**src/rtl/rr_grant_pkg.sv**
```systemverilog
// Shared types and legal parameter bounds for the round-robin grant FSM.
package rr_grant_pkg;

    // Controller state: waiting for a request, or a requester owns the resource.
    typedef enum logic {
        IDLE  = 1'b0,
        GRANT = 1'b1
    } state_t;

    // Legal parameter ranges, checked at elaboration by the top level.
    localparam int N_MIN    = 2;
    localparam int N_MAX    = 16;
    localparam int HOLD_MAX = 256;

endpackage

```
**src/rtl/rr_pick.sv**
```systemverilog
// Combinational round-robin picker: rotate req so ptr lands on bit 0,
// take the lowest set bit, then rotate the result back to a real index.
module rr_pick #(
    parameter int N  = 4,
    parameter int IW = $clog2(N)
) (
    input  logic [N-1:0]  req,
    input  logic [IW-1:0] ptr,
    output logic [N-1:0]  win_onehot,
    output logic [IW-1:0] win_idx,
    output logic          win_valid
);

    logic [N-1:0]  rot;
    logic [IW-1:0] pe_idx;

    // Rotate request vector so that index ptr becomes position 0.
    always_comb begin
        logic [IW:0] src;
        rot = '0;
        for (int i = 0; i < N; i++) begin
            src = (IW+1)'(i) + {1'b0, ptr};
            if (src >= (IW+1)'(N)) begin
                src = src - (IW+1)'(N);
            end
            rot[i] = req[src[IW-1:0]];
        end
    end

    // Priority-encode the rotated vector: lowest set position wins.
    always_comb begin
        pe_idx    = '0;
        win_valid = 1'b0;
        for (int i = N - 1; i >= 0; i--) begin
            if (rot[i]) begin
                pe_idx    = IW'(i);
                win_valid = 1'b1;
            end
        end
    end

    // Rotate the winning position back by ptr (mod N) and build the one-hot.
    always_comb begin
        logic [IW:0] sum;
        sum = {1'b0, pe_idx} + {1'b0, ptr};
        if (sum >= (IW+1)'(N)) begin
            sum = sum - (IW+1)'(N);
        end
        win_idx    = sum[IW-1:0];
        win_onehot = '0;
        if (win_valid) begin
            win_onehot[win_idx] = 1'b1;
        end
    end

endmodule

```
**src/rtl/rr_grant_fsm.sv**
```systemverilog
// Round-robin arbiter for one shared resource. A requester keeps ownership
// while its request stays high, for at most MAX_HOLD cycles, after which the
// grant is revoked and priority rotates past it. All outputs are registered.
//
// Handshake: req[i] is a level request (valid); grant[i] is the registered
// acceptance (ready). Requester i owns the resource in every cycle where
// grant[i]=1; dropping req[i] is the release and takes effect at the next
// edge. A new owner is never granted in the same cycle a previous grant ends,
// so consecutive ownerships are always separated by one cycle with grant=0.
module rr_grant_fsm
    import rr_grant_pkg::*;
#(
    parameter int N        = 4,
    parameter int MAX_HOLD = 8,
    parameter int IW       = $clog2(N),
    parameter int HW       = $clog2(MAX_HOLD + 1)
) (
    input  logic          clk,
    input  logic          resetn,
    input  logic [N-1:0]  req,
    output logic [N-1:0]  grant,
    output logic [IW-1:0] grant_id,
    output logic          busy,
    output logic          timeout,
    output state_t        state_dbg
);

    // Reject out-of-range configurations at elaboration time.
    if (N < N_MIN || N > N_MAX) begin : g_bad_n
        $error("rr_grant_fsm: N out of range");
    end
    if (MAX_HOLD < 1 || MAX_HOLD > HOLD_MAX) begin : g_bad_hold
        $error("rr_grant_fsm: MAX_HOLD out of range");
    end

    localparam logic [HW-1:0] HOLD_LAST = HW'(MAX_HOLD - 1);
    localparam logic [IW-1:0] LAST_ID   = IW'(N - 1);

    state_t        state, state_nxt;
    logic [IW-1:0] ptr, ptr_nxt;
    logic [HW-1:0] hold_cnt, hold_nxt;
    logic [N-1:0]  grant_nxt;
    logic [IW-1:0] grant_id_nxt;
    logic          busy_nxt;
    logic          timeout_nxt;

    logic [N-1:0]  pick_onehot;
    logic [IW-1:0] pick_idx;
    logic          pick_valid;
    logic [IW-1:0] ptr_after_owner;

    rr_pick #(
        .N  (N),
        .IW (IW)
    ) u_pick (
        .req        (req),
        .ptr        (ptr),
        .win_onehot (pick_onehot),
        .win_idx    (pick_idx),
        .win_valid  (pick_valid)
    );

    assign state_dbg = state;

    // Priority after an ownership ends: the index just past the owner.
    assign ptr_after_owner = (grant_id == LAST_ID) ? '0 : grant_id + IW'(1);

    // State, pointer, hold counter and output registers; reset wins over all.
    always_ff @(posedge clk) begin
        if (!resetn) begin
            state    <= IDLE;
            ptr      <= '0;
            hold_cnt <= '0;
            grant    <= '0;
            grant_id <= '0;
            busy     <= 1'b0;
            timeout  <= 1'b0;
        end else begin
            state    <= state_nxt;
            ptr      <= ptr_nxt;
            hold_cnt <= hold_nxt;
            grant    <= grant_nxt;
            grant_id <= grant_id_nxt;
            busy     <= busy_nxt;
            timeout  <= timeout_nxt;
        end
    end

    // Next-state and next-output decode; grant_id doubles as the owner index.
    always_comb begin
        state_nxt    = state;
        ptr_nxt      = ptr;
        hold_nxt     = hold_cnt;
        grant_nxt    = grant;
        grant_id_nxt = grant_id;
        busy_nxt     = busy;
        timeout_nxt  = 1'b0;

        unique case (state)
            IDLE: begin
                if (pick_valid) begin
                    state_nxt    = GRANT;
                    grant_nxt    = pick_onehot;
                    grant_id_nxt = pick_idx;
                    busy_nxt     = 1'b1;
                    hold_nxt     = '0;
                end else begin
                    grant_nxt    = '0;
                    grant_id_nxt = '0;
                    busy_nxt     = 1'b0;
                end
            end
            GRANT: begin
                if (!req[grant_id]) begin
                    // Owner released voluntarily.
                    state_nxt    = IDLE;
                    grant_nxt    = '0;
                    grant_id_nxt = '0;
                    busy_nxt     = 1'b0;
                    ptr_nxt      = ptr_after_owner;
                end else if (hold_cnt == HOLD_LAST) begin
                    // Owner used its full slot; revoke and flag it.
                    state_nxt    = IDLE;
                    grant_nxt    = '0;
                    grant_id_nxt = '0;
                    busy_nxt     = 1'b0;
                    ptr_nxt      = ptr_after_owner;
                    timeout_nxt  = 1'b1;
                end else begin
                    hold_nxt = hold_cnt + HW'(1);
                end
            end
            default: begin
                state_nxt = IDLE;
            end
        endcase
    end

endmodule
```
**config.mk**
```make
export PLATFORM = sky130hd
export DESIGN_NAME = rr_grant_fsm
export DESIGN_NICKNAME = d
export VERILOG_FILES = /design/src/rtl/rr_grant_pkg.sv /design/src/rtl/rr_pick.sv /design/src/rtl/rr_grant_fsm.sv
export SDC_FILE = /design/constraint.sdc
export NUM_CORES = 1
export LEC_CHECK = 0
export CAP_MARGIN = 20
export CORE_ASPECT_RATIO = 1.1
export CORE_MARGIN = 2
export CORE_UTILIZATION = 56
export DETAILED_ROUTE_END_ITERATION = 8
export GPL_TIMING_DRIVEN = 1
export PLACE_DENSITY_LB_ADDON = 0.3
export SKIP_LAST_GASP = 1
export SYNTH_ARGS = -nofsm -noshare
export SYNTH_HDL_FRONTEND = slang
export SYNTH_HIERARCHICAL = 1
export SYNTH_SLANG_ARGS = --single-unit
```
**constraint.sdc**
```tcl
create_clock -name clk -period 2.9 [get_ports clk]
set_input_delay 0.58 -clock clk [delete_from_list [all_inputs] [get_ports clk]]
set_output_delay 0.58 -clock clk [all_outputs]
set_load 0.02 [all_outputs]
```
==> results.md <==
* Post-synth top area cell: dfxtp_1
* Synth Warn # at 6
* CTS root buffer: clkbuf_4
* CTS tree: built
* Setup crit end kind: flop
* Top FF cell, synth: dfxtp_1
* Vias in the first global route at approximately 760
* Post-synth top area share at 30.5%
* Buf+Inv Stages, Crit Path at 1
* Initial DRC count at 9
* Placer Congestion at approximately 0.8
* Routed WL per cell at roughly 14 um
* Initial core utilization at between 60% and 70%
* Slew @ Worst Pin at roughly 0.6 ns
* Async SR Flop Fraction at 0%
* CP required at 3.09 ns
* Clock latency on the worst-skew pair at approximately 0.29 ns
* # Max-Cap Violations at 0
* CTS Hold Bufs at 0
* Leakage at 0.463 nW
* Setup skew after layout at ~0.00097 ns
* Final Hold Fails at 0
* Initial antenna violation count at 0
* Worst-path fanout max at 9
* Status: finished, final reports clean
* Cells after DPL at approximately 130
* Total negative slack at 0 ns
* Fin. max-slew vios at 0
* Hpwl dp at 1490 um
* Pin count of the biggest net entering global routing at 21
* GRT Total Usage at about a fifth
* Clock transition at the registers of the reported paths at approximately 0.080 ns
* Hold WC Path Type: flop to flop
* DP Area at approximately 0.0011 mm^2
* Synthesized area per cell at between 9 and 10 um^2
* Power Density at 494 mW/mm^2
* Type of origin of the critical path: input pin
* Nets@finish at ~130
* DR vias at 796
* Period utilization at a little over four fifths
* Post-route non-filler standard cell count at between 100 and 150
* Longest Clk Path Bufs at 2
* DIE AREA at 0.00211 mm^2
* Clock Sink Count at 15
* First-pass detailed-route iteration total at 4
* Crit-path slowest cell: clkdlybuf4s50_1
* Top post-synthesis cells by area: dfxtp_1 (30%), mux2i_1 (11%), nand2_1 (6.1%)
* Postcts setup bufs at 0
* Delay-heaviest family, CP: buffers and inverters
* #FFs+latches synth at 15
* Worst path arrival time at between 2 and 3 ns
* Number of antenna diodes at 0
* Setup Viol. Count Final at 0
* Fin area at between 0.001 and 0.0015 mm^2
* Final ANT Viol Nets at 0
* Max incr delay on CP at approximately 0.55 ns
* Number of H-tree levels at 1
* Area grow syn2layout at 15.6%
* Congestion Overflow GR at 0
* Resized Gates After CTS at 0
* Syn nets at between 100 and 150
* Crit path cell chain: clkdlybuf4s50_1 -> nor2_1 -> a2bb2oi_1 -> o211ai_1 -> o21a_1 -> ha_1 -> xnor2_1 -> xnor2_1 -> nand2_1 -> o31ai_1 -> and2_1
* Most common cell on crit path: xnor2_1
* Peak VDD IR at roughly 0.45 mV
* Commonest cells after routing, fill and taps aside: nand2_1 (16), dfxtp_1 (15), clkdlybuf4s50_1 (14), mux2i_1 (11), nor2_1 (6)
* Core area at ~0.0016 mm^2
* Tmin final at ~2.4 ns
* Share of cells above drive strength 1 at 13.4%
* First-pass GRT wire length at ~3200 um
* Mapped Cells at roughly 110
* Die Width at 44.0 um
* Die Span Y at between 40 and 50 um
* # DRC at 0
* Total CTS buffers at 3
* Post-synthesis sequential area ratio at 30.5%
* Num rows at 15
* Kind of critical path: input pin to flop
* RSZ-0062 raised after global routing: no
* Commonest non-fill, non-tap cell in the layout: nand2_1
* Highest Clock Rate at approximately 410 MHz
* Cell area after synthesis at 985 um^2
* Final wirelength at 1930 um
* Port-buffer cells at 14
* Post-synth EDFFs at 0
* Vias per std cell at 5.85
* Synth cell types at 41
* Ports at 15
* Worst slew margin at around three fifths
power breakdown:
part | leakage (nW) | internal, mW | total (mW) | switching, mW
logic | 0.325 | 0.0962 | 0.194 | 0.0983
clock network | 0.0150 | 0.0536 | 0.120 | 0.0668
registers | 0.122 | 0.224 | 0.247 | 0.0231
total | 0.462 | 0.374 | 0.562 | 0.188
state kept, by name, summed over array words and instances (netlist names):
| name | flops |
|---|---|
| grant | 4 |
| hold_cnt | 4 |
| grant_id | 2 |
| ptr | 2 |
| busy | 1 |
| state_dbg | 1 |
| timeout | 1 |
final timing paths:
path         cells past startpoint  slack, ns          end    from
max                             11       0.47  grant_id[1]  req[0]
max reg2reg                     10       0.84  grant_id[1]  ptr[1]
min reg2reg                      1       0.49         busy    busy
min                              1       0.49         busy    busy
per-stage QoR:
stage          total power [mW]  util, %  hold WS, ns  setup WS (ns)
2_1_floorplan             0.392        -        0.438          0.849
3_3_place_gp              0.439     68.9        0.459          0.264
3_5_place_dp              0.447     68.9        0.471          0.152
4_1_cts                   0.568     70.5        0.491          0.480
5_1_grt                   0.599     70.5        0.532          0.334
6_report                  0.562     70.5        0.487          0.473
Yosys cell counts (2+ instances only):
cell type,instances
dfxtp_1,15
nand2b_1,2
ha_1,3
and2_1,4
nor2b_1,4
buf_6,2
nand3_1,3
a32o_2,5
nand2_1,16
mux2i_1,11
clkbuf_1,2
xnor2_1,2
a21oi_1,3
nor2_1,6
o21a_1,2
routing by layer:
layer  GRT usage [%]  share of wire [%]
met5               0                  0
met1            23.3                 44
met4            5.45               0.67
met2            40.0                 53
met3            6.79                3.0
cells by family after synthesis:
| group | Yosys count | synth area share [%] |
|---|---|---|
| AOI/OAI and AO/OA | 21 | 21.1 |
| DFF | 15 | 30.5 |
| xor gates and xnor gates | 3 | 2.67 |
| and+or+nand+nor | 45 | 24.7 |
| muxes | 12 | 12.7 |
| buffers and inverters | 7 | 4.57 |
| adders and majority gates | 3 | 3.81 |
area by class of cell:
| type | instances | area [um^2] |
|---|---|---|
| tap | 17 | 21.3 |
| multi-input combinational | 84 | 639 |
| clock buffer | 4 | 26.3 |
| timing repair buffer | 15 | 148 |
| inverter | 1 | 3.75 |
| sequential | 15 | 300 |
| fill | 137 | 475 |
worst reg2reg max path, cell delays in order, from the launching register on:
cell and delay [ns]:
dfxtp_1 0.53, nand2_1 0.09, a21oi_1 0.15, o2bb2ai_1 0.10, o21a_1 0.18, ha_1 0.21, xnor2_1 0.28, xnor2_1 0.11
nand2_1 0.08, o31ai_1 0.06, and2_1 0.16
No activity file was read; power rests on OpenSTA's default activity.
